===== src/rtl/imem_load_ctrl.sv =====
// Instruction-memory write-side controller: streams the boot program in, then shares the
// memory between IF reads and single-word debug writes, flushing fetch after each write.
module imem_load_ctrl #(
    parameter int unsigned INSTR_WIDTH     = 32,
    parameter int unsigned INSTR_MEM_DEPTH = 64,
    parameter int unsigned BOOT_WORDS      = INSTR_MEM_DEPTH,
    localparam int unsigned ADDR_WIDTH     = $clog2(INSTR_MEM_DEPTH)
) (
    input  logic                   i_clk,
    input  logic                   i_reset,
    input  logic                   i_load_valid,
    input  logic [INSTR_WIDTH-1:0] i_load_data,
    input  logic                   i_load_last,
    output logic                   o_load_ready,
    input  logic                   i_dbg_wr_valid,
    input  logic [ADDR_WIDTH-1:0]  i_dbg_wr_addr,
    input  logic [INSTR_WIDTH-1:0] i_dbg_wr_data,
    output logic                   o_dbg_wr_ready,
    input  logic                   i_fetch_req,
    input  logic [ADDR_WIDTH+1:0]  i_fetch_addr,
    output logic                   o_mem_re,
    output logic                   o_mem_we,
    output logic [ADDR_WIDTH-1:0]  o_mem_addr,
    output logic [INSTR_WIDTH-1:0] o_mem_wdata,
    output logic                   o_fetch_stall,
    output logic                   o_fetch_flush,
    output logic                   o_boot_done,
    output logic                   o_load_err
);

    localparam logic [2:0] StInit  = 3'd0;
    localparam logic [2:0] StBoot  = 3'd1;
    localparam logic [2:0] StWrite = 3'd2;
    localparam logic [2:0] StFlush = 3'd3;
    localparam logic [2:0] StRun   = 3'd4;

    localparam logic [ADDR_WIDTH:0] CntLast = (ADDR_WIDTH + 1)'(BOOT_WORDS - 1);
    localparam logic [ADDR_WIDTH:0] DepthW  = (ADDR_WIDTH + 1)'(INSTR_MEM_DEPTH);

    logic [2:0]             state_q, state_d;
    logic [ADDR_WIDTH:0]    cnt_q, cnt_d;
    logic [ADDR_WIDTH-1:0]  wr_addr_q, wr_addr_d;
    logic [INSTR_WIDTH-1:0] wr_data_q, wr_data_d;
    logic                   wr_pend_q, wr_pend_d;
    logic                   wr_oor_q, wr_oor_d;
    logic                   boot_done_q, boot_done_d;
    logic                   load_err_q, load_err_d;

    logic load_acc, load_end, dbg_acc, late_load;

    assign load_acc  = (state_q == StBoot) & i_load_valid;
    assign load_end  = load_acc & (i_load_last | (cnt_q == CntLast));
    assign dbg_acc   = (state_q == StRun) & i_dbg_wr_valid;
    // WRITE/FLUSH/RUN are only reachable once the boot stream has completed
    assign late_load = i_load_valid &
                       ((state_q == StWrite) | (state_q == StFlush) | (state_q == StRun));

    always_comb begin
        state_d     = state_q;
        cnt_d       = cnt_q;
        wr_addr_d   = wr_addr_q;
        wr_data_d   = wr_data_q;
        wr_pend_d   = 1'b0;
        wr_oor_d    = wr_oor_q;
        boot_done_d = boot_done_q;
        load_err_d  = load_err_q | late_load;
        case (state_q)
            StInit: state_d = StBoot;
            StBoot: begin
                if (load_acc) begin
                    wr_addr_d = cnt_q[ADDR_WIDTH-1:0];
                    wr_data_d = i_load_data;
                    wr_oor_d  = 1'b0;
                    cnt_d     = cnt_q + 1'b1;
                    // The completing beat is written by WRITE; earlier beats in the next BOOT cycle
                    if (load_end) state_d = StWrite;
                    else          wr_pend_d = 1'b1;
                end
            end
            StWrite: begin
                state_d     = StFlush;
                boot_done_d = 1'b1;
            end
            StFlush: state_d = StRun;
            StRun: begin
                if (dbg_acc) begin
                    wr_addr_d = i_dbg_wr_addr;
                    wr_data_d = i_dbg_wr_data;
                    wr_oor_d  = ({1'b0, i_dbg_wr_addr} >= DepthW);
                    state_d   = StWrite;
                end
            end
            default: state_d = StInit;
        endcase
    end

    always_ff @(posedge i_clk or posedge i_reset) begin
        if (i_reset) begin
            state_q     <= StInit;
            cnt_q       <= '0;
            wr_addr_q   <= '0;
            wr_data_q   <= '0;
            wr_pend_q   <= 1'b0;
            wr_oor_q    <= 1'b0;
            boot_done_q <= 1'b0;
            load_err_q  <= 1'b0;
        end else begin
            state_q     <= state_d;
            cnt_q       <= cnt_d;
            wr_addr_q   <= wr_addr_d;
            wr_data_q   <= wr_data_d;
            wr_pend_q   <= wr_pend_d;
            wr_oor_q    <= wr_oor_d;
            boot_done_q <= boot_done_d;
            load_err_q  <= load_err_d;
        end
    end

    always_comb begin
        o_load_ready   = (state_q == StBoot);
        o_dbg_wr_ready = (state_q == StRun);
        o_fetch_stall  = (state_q != StRun);
        o_fetch_flush  = (state_q == StFlush);
        o_mem_we       = ((state_q == StBoot) & wr_pend_q) | ((state_q == StWrite) & ~wr_oor_q);
        o_mem_re       = (state_q == StRun) & i_fetch_req;
        o_mem_addr     = (state_q == StRun) ? i_fetch_addr[ADDR_WIDTH+1:2] : wr_addr_q;
        o_mem_wdata    = wr_data_q;
        o_boot_done    = boot_done_q;
        o_load_err     = load_err_q;
    end

endmodule


===== config.mk =====
export PLATFORM = sky130hd
export DESIGN_NAME = imem_load_ctrl
export DESIGN_NICKNAME = d
export VERILOG_FILES = /design/src/rtl/imem_load_ctrl.sv
export SDC_FILE = /design/constraint.sdc
export NUM_CORES = 1
export LEC_CHECK = 0
export CAP_MARGIN = 5
export CORE_ASPECT_RATIO = 0.9
export CORE_MARGIN = 1
export CORE_UTILIZATION = 38
export CTS_BUF_LIST = sky130_fd_sc_hd__clkbuf_4 sky130_fd_sc_hd__clkbuf_8
export CTS_CLUSTER_SIZE = 28
export DETAILED_ROUTE_END_ITERATION = 8
export GPL_ROUTABILITY_DRIVEN = 0
export GPL_TIMING_DRIVEN = 0
export PLACE_DENSITY = 0.79
export SLEW_MARGIN = 5
export SYNTH_ARGS = -nofsm -noshare
export SYNTH_HDL_FRONTEND = slang
export SYNTH_SLANG_ARGS = --single-unit

===== constraint.sdc =====
create_clock -name i_clk -period 1.7 [get_ports i_clk]
set_input_delay 0.34 -clock i_clk [delete_from_list [all_inputs] [get_ports i_clk]]
set_output_delay 0.34 -clock i_clk [all_outputs]
set_load 0.01 [all_outputs]

; Word level (Yosys, flattened, before mapping)
; Cells that the tools add are included.
[word_totals]
regBits = 52
word_cells = 53
[classes]
n_addsub = 1
eq_ne = 9
mux = 17
n_bitwise = 13
n_reduce_logical = 5
[ops]
columns = op, n
row1 = $mux W32, 2
row2 = $pmux W32 S2, 1
row3 = $mux W6, 3
row4 = $pmux W3 S5, 1
row5 = $pmux W6 S2, 1
row6 = $mux W3, 3
row7 = $add A7 B1 Y7 const B, 1
row8 = $and A1 B1 Y1, 7
row9 = $eq A7 B6 Y1 const B, 1
row10 = $eq A3 B2 Y1 const B, 2
row11 = $reduce_and A3 Y1, 2
row12 = $mux W1, 5
row13 = $or A1 B1 Y1, 5
row14 = $ne A2 B1 Y1 const B, 2
row15 = $eq A3 B1 Y1 const B, 1
row16 = $eq A3 B3 Y1 const B, 1
row17 = $logic_not A3 Y1, 1
row18 = $ne A3 B3 Y1 const B, 1
row19 = $ne A2 B2 Y1 const B, 1
row20 = $pmux W1 S2, 1
row21 = $reduce_and A2 Y1, 1
row22 = $reduce_bool A2 Y1, 1
row23 = $not A1 Y1, 1

; Longest topological paths before layout
[depth]
depth_word = 6
mapped_depth = 8
mapped_depth_nobuf = 5

; Worst setup path before layout
; No wires, ideal clock.
[synth_timing]
path_kind = flip-flop to output port
from = register state_q[1]
to = output port o_mem_addr[0]
arrival_ps = 1479
setup_slack_ps = -119
path_stages_with_launch = 8
cell_sequence = dfrtp_1 -> buf_4 -> nor2_2 -> nand2_4 -> inv_2 -> buf_6 -> buf_2 -> mux2_2
[synth_between]
elab_chain_len = 2
[synth_lines]
columns = element, line_no
row1 = from (decl), 40  ; logic [2:0] state_q, state_d;
row2 = from (signal assigned), 99  ; state_q <= StInit;
row3 = from (signal assigned), 108  ; state_q <= state_d;
row4 = $eq A3 B3 Y1, n/a
row5 = net o_dbg_wr_ready, 18  ; output logic o_dbg_wr_ready,
row6 = $mux W6, 126  ; o_mem_addr = (state_q == StRun) ? i_fetch_addr[ADDR_WIDTH+1:2] : wr_addr_q;
row7 = to (decl), 23  ; output logic [ADDR_WIDTH-1:0] o_mem_addr,
; The timed path passes the listed nets, and every way through them passes these cells.

; Worst setup path in the final report
[layout_timing]
from = register state_q[0]
to = output port o_mem_addr[1]
[layout_between]
elab_chain_len = 2
[layout_lines]
columns = element, line_no
row1 = $eq A3 B3 Y1, 126
row2 = $mux W6, 126
; No other way between the ends.

==> results.sh <==
export IMPL_outcome="finished with violations"
export IMPL_violations="negative setup slack"
export IMPL_synth_top_cells_by_area="dfrtp_1, mux2_2, mux2_4"
export IMPL_synth_area_leader_cell="dfrtp_1"
export IMPL_ys_seq_area_frac=0.476
export IMPL_setup_violations=37
export IMPL_clk_pin_slew_ps=90
export IMPL_synth_main_ff_cell="dfrtp_1"
export IMPL_utilization=0.674
export IMPL_yosysWarnings=0
export IMPL_grt_remaining_overflow=0
export IMPL_rsz0062_at_grt="true"
export IMPL_cts_buffer_depth=2
export IMPL_fill_cells=506
export IMPL_finalCritPeriodShare=1.17
export IMPL_clock_fmax_mhz=504
export IMPL_cp_endpoint="o_mem_addr[1]"
export IMPL_antenna_cells=0
export IMPL_cp_start_kind="register"
export IMPL_synth_area_per_cell_um2=14.0
export IMPL_crit_reg2reg_launch="state_q[0]$_DFFE_PP0P_"
export IMPL_min_period_ps=1980
export IMPL_worstHoldPathType="in2async"
export IMPL_reg2reg_depth=8
export IMPL_synth_seq_cells=51
export IMPL_whs_ps=389
export IMPL_r2r_setup_slack_ps=-140
export IMPL_final_nets=427
export IMPL_synth_top_area_share=0.476
export IMPL_ant_nets=0
export IMPL_cts_tree="yes"
export IMPL_crit_fanout=5
export IMPL_slew_limit_headroom=0.647
export IMPL_antenna_found_initial=0
export IMPL_dp_hpwl_um=4460
export IMPL_syn_nets=276
export IMPL_async_reset_ff_frac=1.00
export IMPL_worstSetupPathType="reg2out"
export IMPL_reg2reg_to="o_mem_wdata[25]$_DFFE_PP0P_"
export IMPL_die_area_um2=7400
export IMPL_drive_gt1_frac=0.420
export IMPL_yosysMostFrequentCell="mux2_2"
export IMPL_syn2layout_area_growth_pct=68.1
export IMPL_grt_first_pass_wirelength_um=10400
export IMPL_numCtsBuffers=5
export IMPL_synth_edff_count=0
export IMPL_clkLatencyLatePin_ps=300
export IMPL_portBuffers=127
export IMPL_slew_viol_final=0
export IMPL_netlist_area_um2=2680
export IMPL_synth_top_cells_by_count="mux2_2, dfrtp_1, mux2_4, buf_2"
export IMPL_cts_hold_buffers=0
export IMPL_power_density_nw_per_um2=1520
export IMPL_vdd_drop_max_uv=741
export IMPL_vias=2069
export IMPL_start_util=0.401
export IMPL_critPathMaxStageDelay_ps=420
export IMPL_tns_ps=-4330
export IMPL_drv_cap=0
export IMPL_dr_pass1_iters=4
export IMPL_vias_per_cell=4.78
export IMPL_drc=0
export IMPL_synth_cells=191
export IMPL_io_pins=130
export IMPL_rows=28
export IMPL_crit_chain="nor2_4, nand2_4, inv_4, buf_8, buf_12, mux2_4, buf_6"
export IMPL_p_leak_nw=1.92
export IMPL_cp_slowest_cell="dfrtp_1"
export IMPL_synth_cell_type_count=30
export IMPL_grt_pass1_vias=2129
export IMPL_required_ps=1360
export IMPL_routed_wl_um=6390
export IMPL_htreeDepth=2
export IMPL_worstMarginPinSlew_ps=529
export IMPL_grt_max_degree=29
export IMPL_skew_ps=2.51
export IMPL_drt_iter0_markers=55
export IMPL_cts_root_buf="clkbuf_8"
export IMPL_grt_usage=0.179
export IMPL_wl_per_cell_um=14.7
export IMPL_critPathLaunch="state_q[0]$_DFFE_PP0P_"
export IMPL_final_hold_violation_count=0
export IMPL_die_h_um=81.7
export IMPL_core_um2=6690
export IMPL_die_w_um=90.6
export IMPL_fin_ws_ps=-282
export IMPL_critPathArrivalTime_ps=1640
export IMPL_numClockSinks=51
export IMPL_cp_end_kind="primary output"
worst min path at each step:
stage,startpoint,endpoint,cells after the start
final,i_reset,o_mem_wdata[11]$_DFFE_PP0P_,2
after global routing,i_reset,o_mem_wdata[12]$_DFFE_PP0P_,2
after CTS,i_reset,o_mem_wdata[12]$_DFFE_PP0P_,2
after detailed placement,o_load_err$_DFF_PP0_,o_load_err$_DFF_PP0_,1
after global placement,o_load_err$_DFF_PP0_,o_load_err$_DFF_PP0_,1
after floorplan,i_dbg_wr_valid,state_q[2]$_DFFE_PP0P_,1
power breakdown:
| group | total, W | internal (W) | switching (W) | leakage (nW) |
|---|---|---|---|---|
| sequential | 0.00215 | 0.00179 | 0.000363 | 0.607 |
| combinational | 0.00392 | 0.00258 | 0.00134 | 1.26 |
| clock | 0.000766 | 0.000388 | 0.000379 | 0.0549 |
repair_timing:
item,4_1_cts,5_1_grt
pin swaps,1,3
setup endpoints to repair,42,51
gates cloned,1,1
buffers inserted,7,9
resized for setup,66,32
cell type report:
class                           count  area [um^2]  share of cell area
Sequential cell                    51         1280               0.283
Clock buffer                        8          104              0.0230
Tap cell                           90          113              0.0250
Inverter                            2         10.0             0.00222
Buffer                             11          148              0.0328
Timing Repair Buffer              146         1480               0.329
Multi-Input combinational cell    125         1380               0.305
registers in the layout (all words and copies together) (netlist names):
register / cells
o_mem_wdata: 32
cnt_q: 7
wr_addr_q: 6
state_q: 3
o_boot_done: 1
o_load_err: 1
wr_pend_q: 1
metal layers:
metal / share of wire / global-route usage / wire (um)
met1: 0.43 / 0.229 / 2770
met2: 0.50 / 0.306 / 3200
met3: 0.054 / 0.0417 / 347
met4: 0.010 / 0.0532 / 65
met5: 0 / 0 / 0
placed cells by master, fill, tap and decap left out, types with 2 or more instances in the layout:
cell / Yosys / routed
nand2_1: 5 / 5
and3_1: 2 / 2
mux2_2: 63 / 57
a21oi_2: 0 / 2
a21oi_1: 4 / 2
buf_12: 0 / 3
clkbuf_8: 0 / 7
nand2b_1: 3 / 2
nand3b_1: 4 / 4
xnor2_1: 5 / 5
buf_6: 2 / 16
mux2_4: 20 / 26
buf_8: 1 / 5
a21o_1: 2 / 2
and2_1: 3 / 2
dfrtp_1: 51 / 50
buf_2: 7 / 4
buf_4: 3 / 12
o21bai_1: 2 / 2
clkdlybuf4s50_1: 0 / 115
through the flow:
| stage | total power [W] | area [um^2] | setup WS (ps) | instances |
|---|---|---|---|---|
| floorplan | 0.00404 | 2690 | 2.18 | 191 |
| global placement | 0.00551 | 4080 | -957 | 408 |
| detailed placement | 0.00559 | 4100 | -579 | 409 |
| CTS | 0.00659 | 4340 | -375 | 424 |
| global route | 0.00727 | 4510 | -346 | 433 |
| finish | 0.00683 | 4510 | -282 | 433 |
logic make-up after synthesis:
| family | synth area share |
|---|---|
| xor+xnor | 0.0196 |
| compound gates | 0.0243 |
| simple gates | 0.0611 |
| flops | 0.476 |
| buf+inv | 0.0382 |
| mux | 0.376 |
| fa+ha+maj | 0.00466 |
worst max-delay path: cells and delay by family (launching register included):
family	cells	cell delay, ps
DFF	1	420
muxes	1	310
buffers and inverters	4	410
and+or+nand+nor	2	190
(Power assumes the default switching activity.)
